===== src/rtl/sample_uart_sender.sv =====
// Pops one 32-bit word from a capture FIFO and sends it as a 5-byte 8N1 UART frame (sync byte + word, LSB byte first).
// Read-to-start-bit latency 3 cycles; a new word is only requested from IDLE, so the UART line throttles the FIFO.
module sample_uart_sender #(
    parameter int unsigned CLK_DIV = 434,
    parameter logic [7:0]  HEADER  = 8'hA5
) (
    input  logic        i_clk,
    input  logic        _mrst,
    input  logic        i_enable,
    input  logic        i_available,
    input  logic [31:0] i_data,
    output logic        o_rdreq,
    output logic        o_tx,
    output logic        o_busy
);
    localparam int unsigned   CW      = $clog2(CLK_DIV);
    localparam logic [CW-1:0] DIV_MAX = CW'(CLK_DIV - 1);

    typedef enum logic [1:0] {
        IDLE  = 2'd0,
        FETCH = 2'd1,
        LATCH = 2'd2,
        SEND  = 2'd3
    } state_t;

    state_t        state_q, state_d;
    logic [CW-1:0] div_cnt_q, div_cnt_d;
    logic [3:0]    bit_idx_q, bit_idx_d;
    logic [2:0]    byte_idx_q, byte_idx_d;
    logic [31:0]   hold_q, hold_d;

    logic [7:0]    cur_byte;
    logic [9:0]    tx_frame;
    logic          take_word;

    always_ff @(posedge i_clk or negedge _mrst) begin
        if (!_mrst) begin
            state_q    <= IDLE;
            div_cnt_q  <= '0;
            bit_idx_q  <= '0;
            byte_idx_q <= '0;
            hold_q     <= '0;
        end else begin
            state_q    <= state_d;
            div_cnt_q  <= div_cnt_d;
            bit_idx_q  <= bit_idx_d;
            byte_idx_q <= byte_idx_d;
            hold_q     <= hold_d;
        end
    end

    always_comb begin
        case (byte_idx_q)
            3'd0:    cur_byte = HEADER;
            3'd1:    cur_byte = hold_q[7:0];
            3'd2:    cur_byte = hold_q[15:8];
            3'd3:    cur_byte = hold_q[23:16];
            default: cur_byte = hold_q[31:24];
        endcase
        // Stop bit at index 9, data LSB first, start bit at index 0
        tx_frame = {1'b1, cur_byte, 1'b0};
    end

    always_comb begin
        state_d    = state_q;
        div_cnt_d  = div_cnt_q;
        bit_idx_d  = bit_idx_q;
        byte_idx_d = byte_idx_q;
        hold_d     = hold_q;
        o_rdreq    = 1'b0;
        o_busy     = 1'b1;
        o_tx       = 1'b1;
        // Gating with the reset keeps the read request low while reset is held
        take_word  = _mrst & i_enable & i_available;

        case (state_q)
            IDLE: begin
                o_rdreq = take_word;
                o_busy  = take_word;
                if (take_word) begin
                    state_d = FETCH;
                end
            end
            FETCH: begin
                state_d = LATCH;
            end
            LATCH: begin
                hold_d  = i_data;
                state_d = SEND;
            end
            SEND: begin
                o_tx = tx_frame[bit_idx_q];
                if (div_cnt_q == DIV_MAX) begin
                    div_cnt_d = '0;
                    if (bit_idx_q == 4'd9) begin
                        bit_idx_d = '0;
                        if (byte_idx_q == 3'd4) begin
                            byte_idx_d = '0;
                            state_d    = IDLE;
                        end else begin
                            byte_idx_d = byte_idx_q + 3'd1;
                        end
                    end else begin
                        bit_idx_d = bit_idx_q + 4'd1;
                    end
                end else begin
                    div_cnt_d = div_cnt_q + CW'(1);
                end
            end
            default: begin
                state_d = IDLE;
            end
        endcase
    end

endmodule


===== config.mk =====
export PLATFORM = sky130hd
export DESIGN_NAME = sample_uart_sender
export DESIGN_NICKNAME = d
export VERILOG_FILES = /design/src/rtl/sample_uart_sender.sv
export SDC_FILE = /design/constraint.sdc
export NUM_CORES = 1
export LEC_CHECK = 0
export CAP_MARGIN = 20
export CELL_PAD_IN_SITES_DETAIL_PLACEMENT = 0
export CELL_PAD_IN_SITES_GLOBAL_PLACEMENT = 1
export CORE_AREA = 2 2 73 88
export CTS_BUF_LIST = sky130_fd_sc_hd__clkbuf_4 sky130_fd_sc_hd__clkbuf_8
export DETAILED_ROUTE_END_ITERATION = 7
export DIE_AREA = 0 0 75 90
export PLACE_DENSITY = 0.89
export SETUP_SLACK_MARGIN = 0.5
export SLEW_MARGIN = 0
export SYNTH_ARGS = -nofsm -noshare
export SYNTH_HDL_FRONTEND = slang
export SYNTH_SLANG_ARGS = --single-unit

===== constraint.sdc =====
create_clock -name i_clk -period 2.7 [get_ports i_clk]
set_input_delay 0.54 -clock i_clk [delete_from_list [all_inputs] [get_ports i_clk]]
set_output_delay 0.54 -clock i_clk [all_outputs]
set_load 0.01 [all_outputs]

### Yosys cells after proc, flatten, opt, wreduce, memory -nomap -nowiden

Cells that the tools add are included.

* muxes and demuxes: 14
* equality and inequality tests: 13
* bitwise gates (word level): 2
* reductions and logical operators: 5
* add/subtract/negate cells: 3
* magnitude comparators: 1

Operator list (number)
* $pmux 8 s4: 1
* $add 9x1->9 const B: 1
* $eq 9x9->1 const B: 1
* $mux 9: 1
* $mux 2: 4
* $ne 2x2->1 const B: 4
* $pmux 2 s4: 1
* $eq 3x2->1 const B: 2
* $lt 4x5->1 const B: 1
* $add 4x1->4 const B: 1
* $bmux 1 s4: 1
* $eq 2x2->1 const B: 2
* $eq 4x4->1 const B: 1
* $mux 1: 4
* $mux 4: 1
* $reduce_and 4->1: 1
* $add 3x1->3 const B: 1
* $eq 3x1->1 const B: 1
* $eq 3x3->1 const B: 1
* $logic_not 3->1: 1
* $mux 3: 1
* $reduce_and 3->1: 1
* $and 1x1->1: 2
* $eq 2x1->1 const B: 1
* other kinds (2): 2

* output and inout bits: 3
* logic and storage cells: 43
* bits in registers: 50
* input bits: 36

### Longest topological paths before layout

Gate-level depths: netlist of run 1.

* word-level depth: 5
* depth in mapped cells: 8
* depth with buffers taken out: 7

### Worst setup path before layout of run 1

OpenSTA, ideal clock, no wires.

* path type: register to output
* from: register byte_idx_q[0]
* to: output o_tx
* buffers on the path: 1
* required time: 2.160 ns
* stages on the path, launching flop included: 9
* arrival time: 2.036 ns
* slack: 0.124 ns
* cell sequence: dfrtp_1 > inv_1 > ha_1 > buf_6 > or3_4 > a21oi_4 > a21oi_1 > or3_1 > o31ai_2

* word-level cells in the longest chain between the ends: 5
* elaborated cells between the ends (all ways): 8
* those cells by class: eq/ne (3); mux (4); reduce/logical (1)

Ends and longest elaborated chain
* start, declared: line 29 `logic [2:0] byte_idx_q, byte_idx_d;`
* start signal, assigned: line 47 `byte_idx_q <= byte_idx_d;`
* $eq 3x2->1 (tied with other cells): line 53 `case (byte_idx_q)`
* $pmux 8 s4 (*): line 53
* $bmux 1 s4 (*): line 92 `o_tx = tx_frame[bit_idx_q];`
* $mux 1 (not written as such) (*): line 92
* $mux 1 (*): line 76 `case (state_q)`
* end, declared: line 13 `output logic o_tx,`

Mark *: on every way between the ends. The rest lies on a longest branch, timed or not. The select of a mux whose other input is x is not followed.

### Worst setup path after layout of run 1

* from: register byte_idx_q[1]
* to: output o_tx

Same word-level chain as after synthesis.

==> reports/qor.csv, run 1 <==
stage;metric;value;unit
placed_design;pre-CTS setup slack;-0.293;ns
pwr;Leakage;0.00138;uW
grt;largest net degree at the start of global routing;51;
finish;synth-to-layout area growth;26.3;%
floorplanning;Starting Density;0.425;
yosys;most instantiated cells after synthesis;50 x dfrtp_1, 32 x mux2_2;
yosys;cell count after synthesis;222;
grt;number of global-route vias before repair;1815;
yosys;post-synthesis mux area share;0.164;
floorplanning;# rows;31;
floorplanning;Placeable Area;5930;sq um
detailed_routing;DRT Pass-1 Iters;4;
clock_tree;cts hold-fix bufs;0;
worst_setup_path;crit-path max FO;4;
grt;met2 Use GR;0.265;
yosys;Top FF cell, synth;dfrtp_1;
yosys;post-synthesis compound-gate area fraction;0.125;
floorplanning;Die Footprint;6750;sq um
yosys;Synth area leaders;dfrtp_1 50%, mux2_2 14%, ha_1 5.5%, o21ai_0 2.2%, a21oi_1 2.0%;
clock_tree;Worst-Skew Late Latency;0.30;ns
detailed_routing;DRC Markers;0;
clock_tree;Num CTS Buffers;5;
clock_tree;CTS Buffer Depth;2;
sta;Hold Fails Final Rpt;0;
finish;FILL cells;536;
grt;GR Util met3;0.0381;
detailed_routing;Initial DRC Count;122;
pwr;Total Power;1390;uW
floorplanning;Die W;75;um
sta;Hold WS;0.402;ns
pwr;pwr dens;437;nW/um^2
placed_design;gpl congestion;0.896;
yosys;Synth top area share;0.496;
grt;gr ovfl total;0;
sta;final period utilization;1.07;
detailed_routing;DR WL/cell;14.5;um
yosys;Adder-Cell Fraction of Synth Area;0.0546;
finish;share of cells above drive strength 1;0.253;
clock_tree;postcts setup bufs;0;
job;Max Cap Viol;0;
grt;GRT busiest layer;met2;
worst_setup_path;CP Capture Type;output pin;
yosys;xor-xnor portion of the synthesized cell area;0.0278;
yosys;post-synthesis sequential area ratio;0.496;
yosys;Yosys top cell by area;dfrtp_1;
sta;RSZ-0062 raised after global routing;yes;
yosys;syn nets;269;
placed_design;I/O Buffers;38;
clock_tree;H-tree depth;2;
finish;final non-filler cell total;351;
worst_setup_path;Setup crit start;byte_idx_q[1];
sta;Max Freq;345;MHz
yosys;Ys Warns;0;
placed_design;Post-DP HPWL;3.77;mm
sta;skew final;0.00839;ns
yosys;cell area after synthesis;2520;sq um
finish;final net count;315;
status;status;finished, violations left;
yosys;#FFs+latches synth;50;
sta;actual slew at the worst max-slew pin;0.627;ns
finish;Diodes inserted;0;
detailed_routing;routed vias/inst;5.23;
grt;initial antenna violation count;0;
clock_tree;TritonCTS clock tree;yes;
yosys;count leader, synth;dfrtp_1;
sta;Final WS setup;-0.198;ns
sta;Max Slew Vio Count;0;
grt;global-route wire length before repair;8.80;mm
detailed_routing;WL final;5.08;mm
worst_setup_path;Setup CP Type;reg2out;
yosys;synth unique cells;43;
floorplanning;Die Y;90;um
detailed_routing;antenna-violating nets left;0;
worst_setup_path;crit start category;flip-flop;
status;failing checks;negative setup slack;
placed_design;placed cell count;343;
hold_path;HP Class;in2async;
pwr;peak supply drop;0.323;mV
clock_tree;Reg clk slew, reported paths;0.08;ns
worst_setup_path;CP arrival;2.36;ns
clock_tree;CTS Sinks;50;
yosys;largest family of logic cells by synthesized area;multiplexers;
yosys;Synth Area per Inst;11.4;sq um
grt;All-Layer GR Usage;0.168;
sta;Max transition margin;0.582;
worst_setup_path;reg-to-reg startpoint;div_cnt_q[3];
yosys;Post-synth ARST share;1.00;
floorplanning;I/O pins;39;
sta;Tmin final;2.90;ns
yosys;fraction of the mapped netlist area in simple logic gates;0.0938;
detailed_routing;via count;1835;
worst_setup_path;Worst Path Required;2.16;ns
yosys;Post-synth EDFFs;0;
sta;Setup-failing EPs final;1;
grt;met1 Use GR;0.227;
clock_tree;Root Driver;clkbuf_8;
[worst max-delay path, stage by stage (launching register included)]
cell and delay, ns:
dfrtp_1 0.41, inv_2 0.07, ha_2 0.19, or3_4 0.39
a21oi_4 0.17, a21oi_2 0.07, o311a_1 0.37, o31ai_4 0.23
buf_2 0.16
[metrics by stage]
stage | area, sq um | util | TNS [ns]
floorplan | 2540 | - | 0
global placement | 3070 | 0.518 | -0.235
detailed placement | 3070 | 0.518 | -0.293
CTS | 3180 | 0.536 | -0.225
global route | 3190 | 0.537 | -0.295
finish | 3190 | 0.537 | -0.198
[sequential cells by signal, indices dropped and copies added (netlist names)]
name	cells
bit_idx_q	4
div_cnt_q	9
hold_q	32
state_q	2
byte_idx_q	3
[report_power, final]
part / total [uW] / leakage [uW] / switching, uW / internal (uW)
clock: 516 / 0.0000579 / 243 / 273
combinational: 92.1 / 0.000728 / 28.8 / 63.4
sequential: 786 / 0.000591 / 13.7 / 772
total: 1390 / 0.00138 / 285 / 1110
[layout by cell type (no fill, tap or decap), types with 5 or more instances in the layout]
cell type and n:
dfrtp_1 50, o21ai_0 11, buf_4 13, and3_1 5, nand2_1 11, xnor2_1 5, clkdlybuf4s50_1 34, inv_1 9
clkbuf_8 5, a21oi_1 8, nand3_1 6, nor2_1 11, ha_1 7, mux2_2 32
[metal layers]
| metal | up-vias | part of all wire |
|---|---|---|
| li1 | 878 | - |
| met1 | 906 | 0.44 |
| met2 | 44 | 0.50 |
| met3 | 7 | 0.044 |
| met4 | 0 | 0.014 |
| met5 | - | 0 |
[area by class of cell]
class / count / area [sq um] / share of cell area
Clock inverter: 3 / 40.0 / 0.0126
Sequential cell: 50 / 1250 / 0.393
Clock buffer: 5 / 68.8 / 0.0216
Tap cell: 82 / 103 / 0.0322
Inverter: 11 / 41.3 / 0.0130
Timing Repair Buffer: 52 / 485 / 0.152
Multi-Input combinational cell: 148 / 1200 / 0.376
[cells by family after synthesis]
logic type	Yosys count
buffers and inverters	24
multiplexers	37
AO/OA/AOI/OAI	46
adder cells (fa/ha/maj)	11
XOR/XNOR	8
flip-flops	50
AND/OR/NAND/NOR	46
[what timing repair did]
item                                    4_1_cts  5_1_grt
endpoints found under the setup margin        3        1
resized for setup                             9        1
pin swaps                                     2        0
[worst paths after layout]
path / to / slack (ns) / cells past startpoint
max: o_tx / -0.20 / 8
min: byte_idx_q[0] / 0.40 / 2
max reg2reg: byte_idx_q[0] / 0.81 / 4
min reg2reg: div_cnt_q[6] / 0.50 / 1
max in group asynchronous: hold_q[7] / 1.87 / 2
min in group i_clk: div_cnt_q[6] / 0.50 / 1
Power figures use the tool's default switching activity.
==> run 2: changes to the inputs <==
--- a/config.mk
+++ b/config.mk
@@ -5,7 +5,6 @@
 export SDC_FILE = /design/constraint.sdc
 export NUM_CORES = 1
 export LEC_CHECK = 0
-export CAP_MARGIN = 20
 export CELL_PAD_IN_SITES_DETAIL_PLACEMENT = 0
 export CELL_PAD_IN_SITES_GLOBAL_PLACEMENT = 1
 export CORE_AREA = 2 2 73 88
==> results of run 2 <==
The final DEF is identical to that of run 1; final timing and power are the same.
==> run 3: changes to the inputs <==
--- a/config.mk
+++ b/config.mk
@@ -7,11 +7,12 @@
 export LEC_CHECK = 0
 export CELL_PAD_IN_SITES_DETAIL_PLACEMENT = 0
 export CELL_PAD_IN_SITES_GLOBAL_PLACEMENT = 1
-export CORE_AREA = 2 2 73 88
+export CORE_AREA = 2 2 87 106
 export CTS_BUF_LIST = sky130_fd_sc_hd__clkbuf_4 sky130_fd_sc_hd__clkbuf_8
 export DETAILED_ROUTE_END_ITERATION = 7
-export DIE_AREA = 0 0 75 90
-export PLACE_DENSITY = 0.89
+export DIE_AREA = 0 0 89 108
+export HOLD_SLACK_MARGIN = 0.12
+export PLACE_DENSITY = 0.67
 export SETUP_SLACK_MARGIN = 0.5
 export SLEW_MARGIN = 0
 export SYNTH_ARGS = -nofsm -noshare
==> reports/qor.csv, run 3 (synthesized netlist as in run 1, its figures left out) <==
stage;metric;value;unit
finish;Diodes inserted;0;
clock_tree;CTS Sinks;50;
floorplanning;Die W;89;um
worst_setup_path;CP max-delay cell;dfrtp_1;
sta;Max Freq;344;MHz
worst_setup_path;Crit path depth;8;
clock_tree;Worst-Skew Late Latency;0.31;ns
sta;RSZ-0062 raised after global routing;yes;
finish;Most flops, register;hold_q;
floorplanning;Die Y;108;um
worst_setup_path;reg-to-reg startpoint;div_cnt_q[3];
worst_setup_path;Worst Path Required;2.16;ns
hold_path;HP Class;in2async;
floorplanning;I/O pins;39;
status;failing checks;negative setup slack;
grt;GRT busiest layer;met2;
sta;Final WS setup;-0.208;ns
detailed_routing;DRT Pass-1 Iters;4;
job;Max Cap Viol;0;
grt;number of global-route vias before repair;1851;
grt;GR Util met3;0.0244;
grt;met2 Use GR;0.197;
pwr;pwr dens;433;nW/um^2
placed_design;pre-CTS setup slack;-0.313;ns
finish;commonest non-fill, non-tap cells in the layout;50 x dfrtp_1, 34 x clkdlybuf4s50_1, 32 x mux2_2;
placed_design;I/O Buffers;38;
finish;max reg flops;32;
clock_tree;postcts setup bufs;0;
grt;largest net degree at the start of global routing;51;
clock_tree;CTS Buffer Depth;2;
sta;Setup TNS;-0.208;ns
clock_tree;H-tree depth;2;
worst_setup_path;crit path cell chain;inv_2, ha_2, or3_4, a21oi_4, a21oi_2, o311a_1, o31ai_4, buf_2;
sta;final period utilization;1.08;
floorplanning;Placeable Area;8520;sq um
sta;Tmin final;2.91;ns
grt;met1 Use GR;0.161;
finish;synth-to-layout area growth;28.7;%
placed_design;Post-DP HPWL;4.12;mm
worst_setup_path;CP bufs+invs;2;
grt;All-Layer GR Usage;0.121;
sta;Hold Fails Final Rpt;0;
worst_setup_path;crit-path max cell delay;0.39;ns
worst_setup_path;reg2reg end;byte_idx_q[1];
pwr;Total Power;1410;uW
pwr;peak supply drop;0.268;mV
sta;Max transition margin;0.578;
grt;gr ovfl total;0;
worst_setup_path;CP arrival;2.37;ns
clock_tree;cts hold-fix bufs;0;
grt;global-route wire length before repair;9.00;mm
status;status;finished, violations left;
detailed_routing;antenna-violating nets left;0;
finish;Top Registers;hold_q: 32 flops, div_cnt_q: 9 flops, bit_idx_q: 4 flops;
clock_tree;Reg clk slew, reported paths;0.09;ns
finish;share of cells above drive strength 1;0.258;
worst_setup_path;Reg2Reg Depth;4;
clock_tree;Num CTS Buffers;5;
worst_setup_path;CP Capture Type;output pin;
worst_setup_path;crit-path max FO;4;
detailed_routing;routed vias/inst;4.75;
finish;final net count;317;
detailed_routing;WL final;5.48;mm
floorplanning;Starting Density;0.296;
placed_design;gpl congestion;0.775;
pwr;Leakage;0.00139;uW
detailed_routing;via count;1844;
finish;commonest non-fill, non-tap cell in the layout;dfrtp_1;
sta;skew final;0.00572;ns
detailed_routing;Initial DRC Count;65;
worst_setup_path;Largest delay share family, worst path;compound AO/OA/AOI/OAI gates;
floorplanning;Die Footprint;9610;sq um
worst_setup_path;Setup CP Type;reg2out;
detailed_routing;DRC Markers;0;
sta;Max Slew Vio Count;0;
sta;Setup-failing EPs final;1;
floorplanning;# rows;37;
clock_tree;TritonCTS clock tree;yes;
worst_setup_path;crit start category;flip-flop;
worst_setup_path;Reg2Reg Setup Slack;0.81;ns
detailed_routing;DR WL/cell;14.1;um
sta;actual slew at the worst max-slew pin;0.633;ns
clock_tree;Root Driver;clkbuf_8;
grt;initial antenna violation count;0;
==> run 3: cell count changes in the layout (fill, tap and decap cells not counted) <==
cell | previous run | this run
or3_4 | 1 | 2
ha_2 | 4 | 2
or3_1 | 1 | 0
ha_1 | 7 | 8
ha_4 | 0 | 1
buf_4 | 13 | 16
buf_12 | 1 | 0
==> run 3: how the worst max path moves through the flow <==
stage                       start   end  slack, ns
floorplan           byte_idx_q[1]  o_tx       0.24
global placement    byte_idx_q[0]  o_tx      -0.25
detailed placement  byte_idx_q[0]  o_tx      -0.31
CTS                 byte_idx_q[1]  o_tx      -0.22
global route        byte_idx_q[1]  o_tx      -0.32
finish              byte_idx_q[1]  o_tx      -0.21
==> run 3: per-stage QoR <==
step	cell area, sq um	cells	hold slack, ns	utilization
3_3_place_gp	3120	380	0.491	0.366
2_1_floorplan	2540	222	0.244	-
5_1_grt	3250	388	0.435	0.381
6_report	3250	388	0.369	0.381
4_1_cts	3250	388	0.404	0.381
3_5_place_dp	3120	380	0.498	0.366
==> run 3: repair_timing <==
action                                  4_1_cts  5_1_grt
resized for setup                            11        0
pin swaps                                     0        0
endpoints found under the setup margin        3        1
==> run 3: per-layer routing <==
layer / wire (um) / vias up
met5: 0 / -
met2: 2660 / 36
li1: - / 884
met1: 2520 / 916
met4: 97 / 0
met3: 208 / 8
==> run 3: layout make-up <==
type / instances / area (sq um)
inverter: 11 / 41.3
tap: 117 / 146
sequential: 50 / 1250
fill: 870 / 5270
clock buffer: 5 / 68.8
clock inverter: 3 / 40.0
timing repair buffer: 54 / 488
multi-input combinational: 148 / 1210
==> run 3: where the power goes <==
part	internal, uW	switching [uW]
clock	273	255
sequential	773	14.3
combinational	63.5	28.9
total	1110	298
==> variant: new RTL, flow settings as in run 1 <==
Change the parameter `CLK_DIV` from 434 to 868.
--- a/src/rtl/sample_uart_sender.sv
+++ b/src/rtl/sample_uart_sender.sv
@@ -2,5 +2,5 @@
 // Read-to-start-bit latency 3 cycles; a new word is only requested from IDLE, so the UART line throttles the FIFO.
 module sample_uart_sender #(
-    parameter int unsigned CLK_DIV = 434,
+    parameter int unsigned CLK_DIV = 868,
     parameter logic [7:0]  HEADER  = 8'hA5
 ) (
Function: same outputs for any inputs over 10 cycles, from zero or initial values and one cycle with _mrst low; that may be too few to reach the edited logic, so the function may still have changed.
==> variant against run 1 <==
Routed wire length increased by 10%; synthesized area increased by 2.7%; largest power group unchanged; the flow still finishes with violations (setup timing); die area did not move; final cell count rose by 1.7%; critical path depth stayed put; clock power up 9.7%; final area up 6.1%; total power up 4.8%; worst setup slack improved by 94 ps; synthesized cell count up 1.4%; utilization grew 3.3 points; first-iteration DRC count decreased by 60%; sequential cell count rose by 1.
==> variant: results (changes against run 1) <==
| Metric | Value |
|---|---|
| Detailed Route Iter0 Violations | 49 (was 122) |
| Leakage | 1.45 nW (was 1.38 nW) |
| GR Util met2 | 29.5% (was 26.5%) |
| Finished Layout Cells | 357 (was 351) |
| Multi-input logic area | 0.00134 mm² (was 0.00120 mm²) |
| Detailed Route WL | 5600 µm (was 5080 µm) |
| Failing checks | setup timing (unchanged) |
| Combinational share of power | 6.2% (was 6.6%) |
| GR Layer Usage met3 | 4.04% (was 3.81%) |
| Final WS setup | -104 ps (was -198 ps) |
| Total Routing Usage GR | 18.1% (was 16.8%) |
| Mux cell area share after synthesis | 17.0% (was 16.4%) |
| Run status | finished, violations left (unchanged) |
| Top Registers | hold_q x32, div_cnt_q x10, bit_idx_q x4 (was hold_q x32, div_cnt_q x9, bit_idx_q x4) |
| Synthesized net count | 271 (was 269) |
| RePlAce Congestion | 0.862 (was 0.896) |
| Worst Path Arrival | 2260 ps (was 2360 ps) |
| Switch Pwr | 306 µW (was 285 µW) |
| Largest cells by area after synthesis | dfrtp_1 49%, mux2_2 14%, ha_1 4.8%, mux2_4 2.3%, xnor2_1 2.0% (was dfrtp_1 50%, mux2_2 14%, ha_1 5.5%, o21ai_0 2.2%, a21oi_1 2.0%) |
| First-pass GRT wire length | 9320 µm (was 8800 µm) |
| Hpwl dp | 4060 µm (was 3770 µm) |
| Critical-path top delay cell | dfrtp_2 (was dfrtp_1) |
| Setup violators final | 1 (unchanged) |
| Seq/Total Area, Yosys | 49.3% (was 49.6%) |
| Setup Buffers After CTS | 1 (was 0) |
| Post-synth top cells | 51 x dfrtp_1, 32 x mux2_2, 13 x inv_1 (was 50 x dfrtp_1, 32 x mux2_2) |
| Xor/xnor share of the synthesized area | 2.37% (was 2.78%) |
| DP Area | 0.00315 mm² (was 0.00307 mm²) |
-- variant: worst paths after layout --
kind	from	endpoint	slack [ps]	cells past startpoint
min in group i_clk	div_cnt_q[4]	div_cnt_q[4]	510	1
hold / removal	_mrst	hold_q[20]	400	2
hold reg to reg	div_cnt_q[4]	div_cnt_q[4]	510	1
max in group asynchronous	_mrst	byte_idx_q[0]	1820	2
setup reg to reg	state_q[1]	div_cnt_q[9]	870	7
setup / recovery	byte_idx_q[0]	o_tx	-100	8
-- variant: critical path, delay by kind of cell (launching register included) --
| family | cells | cell delay [ps] |
|---|---|---|
| buf+inv | 2 | 300 |
| fa+ha+maj | 2 | 390 |
| flops | 1 | 460 |
| compound gates | 4 | 800 |
-- variant: area by class of cell --
cell class,instances,area share (%)
flip-flops and latches,51,37.8
clock inverters,2,1.15
multi-input cells,149,39.7
inverters,13,1.44
repair buffers,54,14.4
clock buffers,6,2.44
well taps,82,3.03
